## config.mk

```make
export PLATFORM = sky130hd
export DESIGN_NAME = sweep_controller_flat
export DESIGN_NICKNAME = d
export VERILOG_FILES = /design/src/rtl/sweep_controller_if.sv /design/src/rtl/sweep_controller.sv /design/src/flat_wrapper.sv
export SDC_FILE = /design/constraint.sdc
export NUM_CORES = 1
export LEC_CHECK = 0
export CORE_AREA = 2 2 119 121
export DETAILED_ROUTE_END_ITERATION = 8
export DIE_AREA = 0 0 121 123
export PLACE_DENSITY = 0.67
export SLEW_MARGIN = 20
export SYNTH_ARGS = -nofsm -noshare
export SYNTH_HDL_FRONTEND = slang
export SYNTH_SLANG_ARGS = --single-unit
```

## constraint.sdc

```tcl
create_clock -name clk -period 4.95 [get_ports clk]
set_input_delay 0.495 -clock clk [delete_from_list [all_inputs] [get_ports clk]]
set_output_delay 0.495 -clock clk [all_outputs]
set_load 0.05 [all_outputs]
```

## src/rtl/sweep_controller_if.sv

```systemverilog
// -----------------------------------------------------------------------------
// sweep_controller_if
// Groups the host and counter signals of the triangle-sweep sequencer.
//   master : host/environment side. Drives start, abort, lo, hi, n_sweeps and
//            the counter value cnt. Observes dir, zero, busy, done, err,
//            sync_err and sweep_cnt.
//   slave  : sweep_controller side (directions mirrored).
// Parameters: W = counter width, NW = sweep-count width.
// -----------------------------------------------------------------------------
interface sweep_controller_if #(
    parameter int W  = 16,
    parameter int NW = 8
);
    logic          start;
    logic          abort;
    logic [W-1:0]  lo;
    logic [W-1:0]  hi;
    logic [NW-1:0] n_sweeps;
    logic [W-1:0]  cnt;
    logic          dir;
    logic          zero;
    logic          busy;
    logic          done;
    logic          err;
    logic          sync_err;
    logic [NW-1:0] sweep_cnt;

    modport master (
        output start, abort, lo, hi, n_sweeps, cnt,
        input  dir, zero, busy, done, err, sync_err, sweep_cnt
    );

    modport slave (
        input  start, abort, lo, hi, n_sweeps, cnt,
        output dir, zero, busy, done, err, sync_err, sweep_cnt
    );
endinterface

```

## src/rtl/sweep_controller.sv

```systemverilog
// -----------------------------------------------------------------------------
// sweep_controller
// Drives an external up/down counter (dir/zero) to produce a triangle sweep
// between lo and hi, repeated n_sweeps times. The first rise starts at 0.
// A shadow copy of the counter is kept and compared against the counter
// value every active cycle; any difference raises a sticky sync_err.
// Ports:
//   clk  : system clock, rising edge
//   rst  : asynchronous active-low reset
//   bus  : sweep_controller_if.slave
//          start/abort/lo/hi/n_sweeps/cnt in; dir/zero/busy/done/err/
//          sync_err/sweep_cnt out (all outputs registered)
// -----------------------------------------------------------------------------
module sweep_controller #(
    parameter int W  = 16,
    parameter int NW = 8
) (
    input  logic                 clk,
    input  logic                 rst,
    sweep_controller_if.slave    bus
);

    typedef enum logic [1:0] {
        S_IDLE = 2'd0,
        S_RISE = 2'd1,
        S_FALL = 2'd2,
        S_DONE = 2'd3
    } state_t;

    localparam logic [W-1:0]  ONE_W   = {{(W-1){1'b0}}, 1'b1};
    localparam logic [W-1:0]  ZERO_W  = {W{1'b0}};
    localparam logic [NW-1:0] ONE_NW  = {{(NW-1){1'b0}}, 1'b1};
    localparam logic [NW-1:0] ZERO_NW = {NW{1'b0}};

    state_t        state_q,     state_d;
    logic [W-1:0]  lo_q,        lo_d;
    logic [W-1:0]  hi_q,        hi_d;
    logic [NW-1:0] n_q,         n_d;
    logic [NW-1:0] sweep_cnt_q, sweep_cnt_d;
    logic [W-1:0]  shadow_q,    shadow_d;
    logic          sync_err_q,  sync_err_d;
    logic          err_q,       err_d;
    logic          dir_q,       dir_d;
    logic          zero_q,      zero_d;
    logic          busy_q,      busy_d;
    logic          done_q,      done_d;

    logic          accept_s;
    logic [W-1:0]  hi_m1_s;
    logic [W-1:0]  lo_p1_s;
    logic [NW-1:0] sweep_inc_s;

    // Next-state, latched-configuration and registered-output decode.
    always_comb begin
        state_d     = state_q;
        lo_d        = lo_q;
        hi_d        = hi_q;
        n_d         = n_q;
        sweep_cnt_d = sweep_cnt_q;
        sync_err_d  = sync_err_q;
        err_d       = 1'b0;

        // lo < hi is enforced at accept, so neither turn value can wrap.
        hi_m1_s     = hi_q - ONE_W;
        lo_p1_s     = lo_q + ONE_W;
        sweep_inc_s = sweep_cnt_q + ONE_NW;
        accept_s    = (bus.lo < bus.hi) && (bus.n_sweeps != ZERO_NW) &&
                      (bus.cnt == ZERO_W);

        // Shadow follows the counter contract using the dir/zero we drive.
        if (zero_q) begin
            shadow_d = ZERO_W;
        end else if (dir_q) begin
            shadow_d = shadow_q + ONE_W;
        end else begin
            shadow_d = shadow_q - ONE_W;
        end

        if ((state_q != S_IDLE) && (bus.cnt != shadow_q)) begin
            sync_err_d = 1'b1;
        end else begin
            sync_err_d = sync_err_q;
        end

        case (state_q)
            S_IDLE: begin
                if (bus.start && accept_s) begin
                    lo_d        = bus.lo;
                    hi_d        = bus.hi;
                    n_d         = bus.n_sweeps;
                    sweep_cnt_d = ZERO_NW;
                    sync_err_d  = 1'b0;
                    shadow_d    = ZERO_W;
                    state_d     = S_RISE;
                end else if (bus.start) begin
                    err_d       = 1'b1;
                end else begin
                    state_d     = S_IDLE;
                end
            end
            S_RISE: begin
                // Abort has priority over the turn at the peak.
                if (bus.abort) begin
                    state_d = S_IDLE;
                end else if (bus.cnt == hi_m1_s) begin
                    state_d = S_FALL;
                end else begin
                    state_d = S_RISE;
                end
            end
            S_FALL: begin
                if (bus.abort) begin
                    state_d = S_IDLE;
                end else if (bus.cnt == lo_p1_s) begin
                    sweep_cnt_d = sweep_inc_s;
                    if (sweep_inc_s == n_q) begin
                        state_d = S_DONE;
                    end else begin
                        state_d = S_RISE;
                    end
                end else begin
                    state_d = S_FALL;
                end
            end
            S_DONE: begin
                state_d = S_IDLE;
            end
            default: begin
                state_d = S_IDLE;
            end
        endcase

        // Outputs are Moore decodes of the state being entered.
        dir_d  = (state_d == S_RISE);
        zero_d = (state_d == S_IDLE) || (state_d == S_DONE);
        busy_d = (state_d != S_IDLE);
        done_d = (state_d == S_DONE);
    end

    // State, configuration and output registers.
    always_ff @(posedge clk or negedge rst) begin
        if (!rst) begin
            state_q     <= S_IDLE;
            lo_q        <= ZERO_W;
            hi_q        <= ZERO_W;
            n_q         <= ZERO_NW;
            sweep_cnt_q <= ZERO_NW;
            shadow_q    <= ZERO_W;
            sync_err_q  <= 1'b0;
            err_q       <= 1'b0;
            dir_q       <= 1'b0;
            zero_q      <= 1'b1;
            busy_q      <= 1'b0;
            done_q      <= 1'b0;
        end else begin
            state_q     <= state_d;
            lo_q        <= lo_d;
            hi_q        <= hi_d;
            n_q         <= n_d;
            sweep_cnt_q <= sweep_cnt_d;
            shadow_q    <= shadow_d;
            sync_err_q  <= sync_err_d;
            err_q       <= err_d;
            dir_q       <= dir_d;
            zero_q      <= zero_d;
            busy_q      <= busy_d;
            done_q      <= done_d;
        end
    end

    assign bus.dir       = dir_q;
    assign bus.zero      = zero_q;
    assign bus.busy      = busy_q;
    assign bus.done      = done_q;
    assign bus.err       = err_q;
    assign bus.sync_err  = sync_err_q;
    assign bus.sweep_cnt = sweep_cnt_q;

endmodule
```

## src/flat_wrapper.sv

```systemverilog
// flat-port wrapper written by rule: the top's interface ports become plain ports
module sweep_controller_flat 
#(
    parameter int W  = 16,
    parameter int NW = 8
)
  (clk, rst, bus_start, bus_abort, bus_lo, bus_hi, bus_n_sweeps, bus_cnt, bus_dir, bus_zero, bus_busy, bus_done, bus_err, bus_sync_err, bus_sweep_cnt);
  sweep_controller_if #(.W(W), .NW(NW)) bus_i ();
  input  logic clk;
  input  logic rst;
  input wire logic [$bits(bus_i.start)-1:0] bus_start;
  input wire logic [$bits(bus_i.abort)-1:0] bus_abort;
  input wire logic [$bits(bus_i.lo)-1:0] bus_lo;
  input wire logic [$bits(bus_i.hi)-1:0] bus_hi;
  input wire logic [$bits(bus_i.n_sweeps)-1:0] bus_n_sweeps;
  input wire logic [$bits(bus_i.cnt)-1:0] bus_cnt;
  output wire logic [$bits(bus_i.dir)-1:0] bus_dir;
  output wire logic [$bits(bus_i.zero)-1:0] bus_zero;
  output wire logic [$bits(bus_i.busy)-1:0] bus_busy;
  output wire logic [$bits(bus_i.done)-1:0] bus_done;
  output wire logic [$bits(bus_i.err)-1:0] bus_err;
  output wire logic [$bits(bus_i.sync_err)-1:0] bus_sync_err;
  output wire logic [$bits(bus_i.sweep_cnt)-1:0] bus_sweep_cnt;
  assign bus_i.start = bus_start;
  assign bus_i.abort = bus_abort;
  assign bus_i.lo = bus_lo;
  assign bus_i.hi = bus_hi;
  assign bus_i.n_sweeps = bus_n_sweeps;
  assign bus_i.cnt = bus_cnt;
  assign bus_dir = bus_i.dir;
  assign bus_zero = bus_i.zero;
  assign bus_busy = bus_i.busy;
  assign bus_done = bus_i.done;
  assign bus_err = bus_i.err;
  assign bus_sync_err = bus_i.sync_err;
  assign bus_sweep_cnt = bus_i.sweep_cnt;
  sweep_controller #(.W(W), .NW(NW)) u_core (.clk(clk), .rst(rst), .bus(bus_i));
endmodule
```

==> results of run 1 <==
report_power, final:
| group | internal, mW | switching [mW] |
|---|---|---|
| clock | 0.406 | 0.266 |
| combinational | 0.0761 | 0.0795 |
| sequential | 0.590 | 0.00174 |
cell usage after synthesis (4+ instances only):
cell      number
nor2_1        37
a21o_1         4
xnor2_1       58
or4_1          4
mux2_2        36
nor3_1        17
nand2b_1       7
clkbuf_1      10
a211oi_1       9
buf_2          4
nor2b_1        9
nor4_1        13
nand3_1       26
and3_1         9
inv_1         26
ha_1          35
dfrtp_1       71
a31oi_1        5
nand2_1       35
o21ai_0       19
or3_1          8
nand4_1       14
and2_1         5
a21oi_1       10
o211ai_1       5
xor2_1        22
flip-flops by register name, indices dropped and copies added (netlist names), 2 cells and up:
signal and cells:
u_core.lo_q 16, u_core.shadow_q 16, u_core.state_q 2, u_core.hi_q 16
u_core.bus.sweep_cnt 8, u_core.n_q 8
worst max-delay path, delay by kind of cell, from the launching register on:
kind / cells / cell delay [ps]
simple gates: 6 / 2120
buf+inv: 1 / 110
compound gates: 1 / 260
flops: 1 / 450
fa+ha+maj: 2 / 500
kinds of logic after synthesis:
kind of cell / count (synthesis)
simple gates: 197
fa+ha+maj: 36
mux: 39
buf+inv: 41
compound gates: 82
flops: 72
xor+xnor: 80
area by class of cell:
type / instances / area (um2)
clock buffer: 10 / 239
clock inverter: 6 / 67.6
fill: 1315 / 7200
inverter: 26 / 97.6
multi-input combinational: 434 / 3230
sequential: 72 / 1800
tap: 180 / 225
timing repair buffer: 76 / 748
metal layers:
layer  wire length, um  vias up
li1                  -     2130
met1              6140     2168
met2              6860      148
met3               853       35
met4               352        0
met5                 0        -
stage by stage:
stage	power, mW	cell area [um2]	instances
floorplan	0.664	5180	547
global placement	0.756	6110	788
detailed placement	0.759	6110	788
CTS	1.43	6410	804
global route	1.47	6410	804
finish	1.42	6410	804
worst max path at each step:
stage / end / slack (ps) / depth (start not counted)
final: u_core.bus.dir / 1380 / 10
after global routing: u_core.bus.done / 1180 / 10
after CTS: u_core.bus.done / 1410 / 10
after detailed placement: u_core.lo_q[2] / 1220 / 10
after global placement: u_core.hi_q[4] / 1270 / 10
after floorplan: u_core.shadow_q[15] / 1920 / 10
==> results_dict.tcl, run 1 <==
set metrics [dict create \
    fin_crit_sh 0.720 \
    ys_types 58 \
    crit_path_start "u_core.hi_q[0]" \
    synth_nets 643 \
    dpl_worst_slack_ps 1220 \
    utilization 0.471 \
    async_flop_share 1.00 \
    setup_violations 0 \
    grt_overflow 0 \
    powerDensity_nw_per_um2 221 \
    synth_fa_ha_area_frac 0.0884 \
    syn_area_per_cell_um2 9.47 \
    core_area_um2 13600 \
    grt_use_met2 0.339 \
    grt_max_degree 73 \
    slew_violations 0 \
    pin_count 74 \
    wl_per_cell_um 17.7 \
    grt_pass1_wl_um 23200 \
    regToRegStartpoint "u_core.hi_q[0]" \
    gpl.final_weighted_congestion 0.890 \
    tns_ps 0 \
    arrival_ps 3790 \
    ant_nets 0 \
    routed_wl_um 14200 \
    via_count 4481 \
    drive_gt1_frac 0.109 \
    die_w_um 121 \
    reg2reg_slack_ps 1380 \
    ys_ff_latch 72 \
    synth_compound_area_frac 0.109 \
    clk_path_buf_depth 2 \
    startpoint_type "register" \
    crit_path_top_delay_cell "or4b_2" \
    initial_core_util 0.381 \
    layout.nets 715 \
    postCtsHoldBufs 0 \
    r2r_cells 10 \
    rows 43 \
    hold_violations 0 \
    cap_violations 0 \
    synth_edf_count 0 \
    seq_area_frac_synth 0.348 \
    grt.total_usage 0.199 \
    status "finished clean" \
    grt_util_met3 0.0420 \
    antenna_cells 0 \
    timing.rr.end "u_core.bus.dir" \
    max_freq_mhz 281 \
    grt-busiest-layer "met2" \
    syn_area_um2 5180 \
    critPathKind "register to register" \
    fin_crit_ps 3570 \
    clock_latency_ps 340 \
    path_max_fanout 6 \
    slowest_delay_ps 630 \
    dr.pass1.iters 4 \
    crit_chain "inv_1, ha_1, or4b_2, or3_1, o31ai_1, nand4_1, nor4_2, nor2b_1, or3_1, ha_1" \
    hp-class "input pin to async pin" \
    dp_hpwl_um 10600 \
    root_buffer "clkbuf_16" \
    fin_worst_skew_ps 7.90 \
    synth_simple_gate_area_frac 0.204 \
    required_ps 5170 \
    synth_top_area_cell "dfrtp_1" \
    synth_ff_type "dfrtp_1" \
    clk_pin_slew_ps 60 \
    cp-end-kind "register" \
    synth_top_family_by_area "simple AND/OR/NAND/NOR gates" \
    grt_pass1_vias 4614 \
    drc 0 \
    antenna_found_initial 0 \
    power_leakage_nw 2.83 \
    postCtsSetupBuffers 0 \
    syn_inst 547 \
    worst_pin_slew_ps 950 \
    peakVddDrop_uv 189 \
    yosys-top-cells-area "dfrtp_1, xnor2_1, ha_1" \
    rsz0062_at_grt "no" \
    ys.warnings.count 0 \
    die_y_um 123 \
    setup_slack_ps 1380 \
    drt-initial-drc-count 312 \
    die_area_um2 14900 \
    grtUsageMet1 0.254 \
    syn_to_final_growth_pct 23.8 \
    portBuffers 73 \
    cts_sinks 72 \
    synthXorXnorAreaFrac 0.135 \
    whs_ps 383 \
    synth.area.mux_share 0.0840 \
    slew_headroom 0.367 \
    cts_tree "yes" \
    layout_common_cells "clkdlybuf4s50_1, dfrtp_1, xnor2_1" \
    layout_commonest_cell "clkdlybuf4s50_1" \
    yosysTopAreaCellShare 0.343 \
    numCtsBuffers 9 \
    post_cts_resized 0 \
    routed_via_density 5.57 \
    htree_levels 3 \
]
(Power assumes the default switching activity.)
==> inputs of run 2 (changes only) <==
==> constraint.sdc (replaced) <==
create_clock -name clk -period 3.3 [get_ports clk]
set_input_delay 0.33 -clock clk [delete_from_list [all_inputs] [get_ports clk]]
set_output_delay 0.33 -clock clk [all_outputs]
set_load 0.05 [all_outputs]
==> results_dict.tcl, run 2 (synthesized netlist as in run 1, its figures left out) <==
set metrics [dict create \
    status "finished clean" \
    pin_count 74 \
    clock_latency_ps 330 \
    tns_ps 0 \
    clk_pin_slew_ps 60 \
    crit_family "simple AND/OR/NAND/NOR gates" \
    arrival_ps 3390 \
    worst_pin_slew_ps 808 \
    required_ps 3520 \
    die_w_um 121 \
    cts_tree "yes" \
    htree_levels 3 \
    nFillCells 1277 \
    fin_crit_ps 3160 \
    peakVddDrop_uv 277 \
    path_max_fanout 8 \
    rsz0062_at_grt "no" \
    fin_worst_skew_ps 5.61 \
    layout_common_cells "clkdlybuf4s50_1, dfrtp_1, xnor2_1" \
    max_freq_mhz 316 \
    gpl.final_weighted_congestion 0.881 \
    layout.nets 734 \
    ant_nets 0 \
    layout_commonest_cell "clkdlybuf4s50_1" \
    grt_overflow 0 \
    cts_sinks 72 \
    power_leakage_nw 2.94 \
    slowest_delay_ps 640 \
    clk_path_buf_depth 2 \
    cp-end-kind "register" \
    startpoint_type "register" \
    cp.buffers_inverters 0 \
    rows 43 \
    routed_via_density 5.52 \
    slew_headroom 0.460 \
    syn_to_final_growth_pct 28.0 \
    via_count 4542 \
    hold_violations 0 \
    portBuffers 73 \
    dr.pass1.iters 4 \
    drt-initial-drc-count 266 \
    die_area_um2 14900 \
    antenna_found_initial 0 \
    path_common_cell "or3_4" \
    power_mw 2.14 \
    reg.largest.list "u_core.hi_q: 16 flops, u_core.lo_q: 16 flops, u_core.shadow_q: 16 flops" \
    critPathKind "register to register" \
    cap_violations 0 \
    wl_per_cell_um 17.5 \
    powerDensity_nw_per_um2 322 \
    grt_max_degree 32 \
    grt.total_usage 0.199 \
    grt_pass1_wl_um 22900 \
    die_y_um 123 \
    crit_path_top_delay_cell "or4_1" \
    grt_pass1_vias 4540 \
    drive_gt1_frac 0.142 \
    numCtsBuffers 9 \
    routed_wl_um 14400 \
    core_area_um2 13600 \
    root_buffer "clkbuf_16" \
    hp-class "input pin to async pin" \
    drc 0 \
    crit_chain "or4_1, or3_4, o31ai_2, nand4_1, nor4_4, nor2b_2, or3_4, ha_1" \
    initial_core_util 0.381 \
    setup_violations 0 \
    slew_violations 0 \
    antenna_cells 0 \
    dp_hpwl_um 11200 \
    fin_crit_sh 0.959 \
]
run 2: changes by cell type in the layout (fill, tap and decap cells not counted), sizes merged:
cell | before | now
inv | 27 | 26
buf | 4 | 22
clkbuf | 10 | 11
dlygate4sd3 | 0 | 1
run 2: final timing paths:
check / from / to / slack [ps] / depth (start not counted)
max in group asynchronous: rst / u_core.bus.zero / 2120 / 3
worst min register to register: u_core.n_q[6] / u_core.n_q[6] / 530 / 1
worst max register to register: u_core.hi_q[2] / u_core.bus.dir / 140 / 8
worst min-delay path: rst / u_core.hi_q[6] / 430 / 2
min in group clk: u_core.n_q[6] / u_core.n_q[6] / 530 / 1
worst max-delay path: u_core.hi_q[2] / u_core.bus.dir / 140 / 8
run 2: area by class of cell:
class	count	area (um2)	area share
clock buffer	11	253	0.0381
clock inverter	5	55.1	0.00830
inverter	26	97.6	0.0147
multi-input combinational	434	3260	0.492
sequential	72	1800	0.272
tap	180	225	0.0340
timing repair buffer	95	931	0.140
run 2: per-stage QoR:
stage	util	cell area (um2)	hold slack, ps	worst slack, ps	std cells
6_report	0.487	6630	433	136	823
5_1_grt	0.487	6630	444	9.77	823
4_1_cts	0.484	6590	430	62.0	820
3_5_place_dp	0.460	6260	231	19.0	803
3_3_place_gp	0.460	6260	235	165	803
2_1_floorplan	-	5180	34.4	270	547
run 2: where the power goes:
part | switching, mW | internal (mW) | total (mW)
Sequential | 0.00273 | 0.885 | 0.888
Combinational | 0.124 | 0.124 | 0.248
Clock | 0.379 | 0.624 | 1.00
run 2: routing by layer:
layer	up-vias	part of all wire	GRT usage
met5	-	0	0
met4	0	0.020	0.0618
met3	24	0.056	0.0443
met2	119	0.49	0.341
met1	2227	0.43	0.249
li1	2172	-	-
run 2: timing repair:
item / CTS / global route
gates resized for setup: 1 / 6
setup buffers: 0 / 3
hold buffers: 1 / 0
pin swaps: 0 / 2
hold endpoints to repair: 10 / 0
setup endpoints to repair: 2 / 3
==> inputs of run 3 (changes only) <==
--- a/config.mk
+++ b/config.mk
@@ -5,11 +5,12 @@
 export SDC_FILE = /design/constraint.sdc
 export NUM_CORES = 1
 export LEC_CHECK = 0
-export CORE_AREA = 2 2 119 121
+export CELL_PAD_IN_SITES_DETAIL_PLACEMENT = 1
+export CELL_PAD_IN_SITES_GLOBAL_PLACEMENT = 2
+export CORE_AREA = 2 2 125 127
 export DETAILED_ROUTE_END_ITERATION = 8
-export DIE_AREA = 0 0 121 123
-export PLACE_DENSITY = 0.67
-export SLEW_MARGIN = 20
+export DIE_AREA = 0 0 127 129
+export PLACE_DENSITY = 0.89
 export SYNTH_ARGS = -nofsm -noshare
 export SYNTH_HDL_FRONTEND = slang
 export SYNTH_SLANG_ARGS = --single-unit
==> results_dict.tcl, run 3 (synthesized netlist as in run 1, its figures left out) <==
set metrics [dict create \
    routed_wl_um 16400 \
    setup_violations 0 \
    antenna_cells 0 \
    slowest_delay_ps 620 \
    startpoint_type "register" \
    numCtsBuffers 9 \
    required_ps 3540 \
    placed_cells 819 \
    via_count 4556 \
    htree_levels 3 \
    grt_max_degree 73 \
    fin_crit_ps 3110 \
    slew_headroom 0.353 \
    reg2reg_slack_ps 190 \
    cts_tree "yes" \
    hold_violations 0 \
    path_max_fanout 3 \
    drc 0 \
    r2r_cells 10 \
    arrival_ps 3340 \
    layout.nets 740 \
    drive_gt1_frac 0.146 \
    layout_common_cells "clkdlybuf4s50_1, dfrtp_1, xnor2_1" \
    crit_chain "inv_1, ha_1, or4b_2, or3_4, o31ai_2, nand4_1, nor4_4, nor2b_1, or3_4, ha_1" \
    fin_worst_skew_ps 6.10 \
    root_buffer "clkbuf_16" \
    drt-initial-drc-count 198 \
    grt_overflow 0 \
    max_freq_mhz 322 \
    worst_pin_slew_ps 970 \
    slew_violations 0 \
    ant_nets 0 \
    clk_pin_slew_ps 60 \
    powerDensity_nw_per_um2 333 \
    fin_crit_sh 0.941 \
    rsz0062_at_grt "no" \
    rows 45 \
    dp_hpwl_um 12800 \
    grt_pass1_vias 5145 \
    grt_pass1_wl_um 26400 \
    critPathKind "register to register" \
    die_y_um 129 \
    finalNonFillerCells 837 \
    die_area_um2 16400 \
    cp-end-kind "register" \
    power_leakage_nw 2.97 \
    clock_latency_ps 350 \
    hp-class "input pin to async pin" \
    reg.largest.list "u_core.hi_q: 16 flops, u_core.lo_q: 16 flops, u_core.shadow_q: 16 flops" \
    wl_per_cell_um 19.6 \
    die_w_um 127 \
    crit_path_top_delay_cell "or4b_2" \
    clk_path_buf_depth 2 \
    cap_violations 0 \
    dr.pass1.iters 4 \
    layout_commonest_cell "clkdlybuf4s50_1" \
    portBuffers 73 \
    core_area_um2 15000 \
    initial_core_util 0.346 \
    status "finished clean" \
    grt.total_usage 0.208 \
    timing.rr.end "u_core.bus.done" \
    power_mw 2.22 \
    regToRegStartpoint "u_core.hi_q[0]" \
    gpl.final_weighted_congestion 0.826 \
    antenna_found_initial 0 \
    utilization 0.445 \
    syn_to_final_growth_pct 28.7 \
    cts_sinks 72 \
    peakVddDrop_uv 223 \
    routed_via_density 5.44 \
    pin_count 74 \
]
run 3: changes by cell type in the layout (fill, tap and decap cells not counted), sizes merged:
cell,previous run,this run
bufinv,1,2
dlygate4sd3,1,0
buf,22,29
clkinv,2,1
run 3: worst max path at each step:
stage                        start                   to  slack [ps]  cells after the start
floorplan           u_core.bus.dir  u_core.shadow_q[15]         270                     10
global placement    u_core.hi_q[1]      u_core.bus.done          -2                     10
detailed placement  u_core.hi_q[1]      u_core.bus.done         -60                     10
CTS                 u_core.hi_q[0]      u_core.bus.done          30                     10
global route        u_core.hi_q[1]      u_core.bus.done           3                     10
finish              u_core.hi_q[0]      u_core.bus.done         190                     10
run 3: cell type report:
class	count	area, um2
clock buffer	11	243
tap	188	235
clock inverter	5	80.1
fill	1704	8310
inverter	26	97.6
timing repair buffer	101	951
multi-input combinational	434	3260
sequential	72	1800
run 3: metrics by stage:
stage                     setup WS [ps]  hold WS (ps)  setup TNS [ps]  instance area (um2)
final                               194           135               0                 6670
after global routing               2.67           206               0                 6670
after CTS                          33.1           171               0                 6660
after detailed placement          -60.5           518            -225                 6310
after global placement            -2.04           515           -2.04                 6310
after floorplan                     270          34.4               0                 5180
run 3: critical path: cells and delay by family (launching register included):
family / cells / cell delay, ps
and+or+nand+nor: 6 / 1960
adders and majority gates: 2 / 390
DFF: 1 / 380
AOI/OAI and AO/OA: 1 / 190
buffers and inverters: 1 / 80
run 3: power by group:
part | switching [mW] | total [mW] | internal [mW]
Sequential | 0.00308 | 0.888 | 0.885
Combinational | 0.128 | 0.253 | 0.126
Clock | 0.397 | 1.08 | 0.681
run 3: what timing repair did:
action,4_1_cts,5_1_grt
buffers inserted,2,0
pin swaps,2,3
hold buffers,0,0
gates resized for setup,3,1
setup endpoints to repair,2,4
run 3: layer usage:
layer	routed length, um	track usage
met1	6940	0.243
met2	8370	0.379
met3	750	0.0495
met4	369	0.0627
met5	0	0
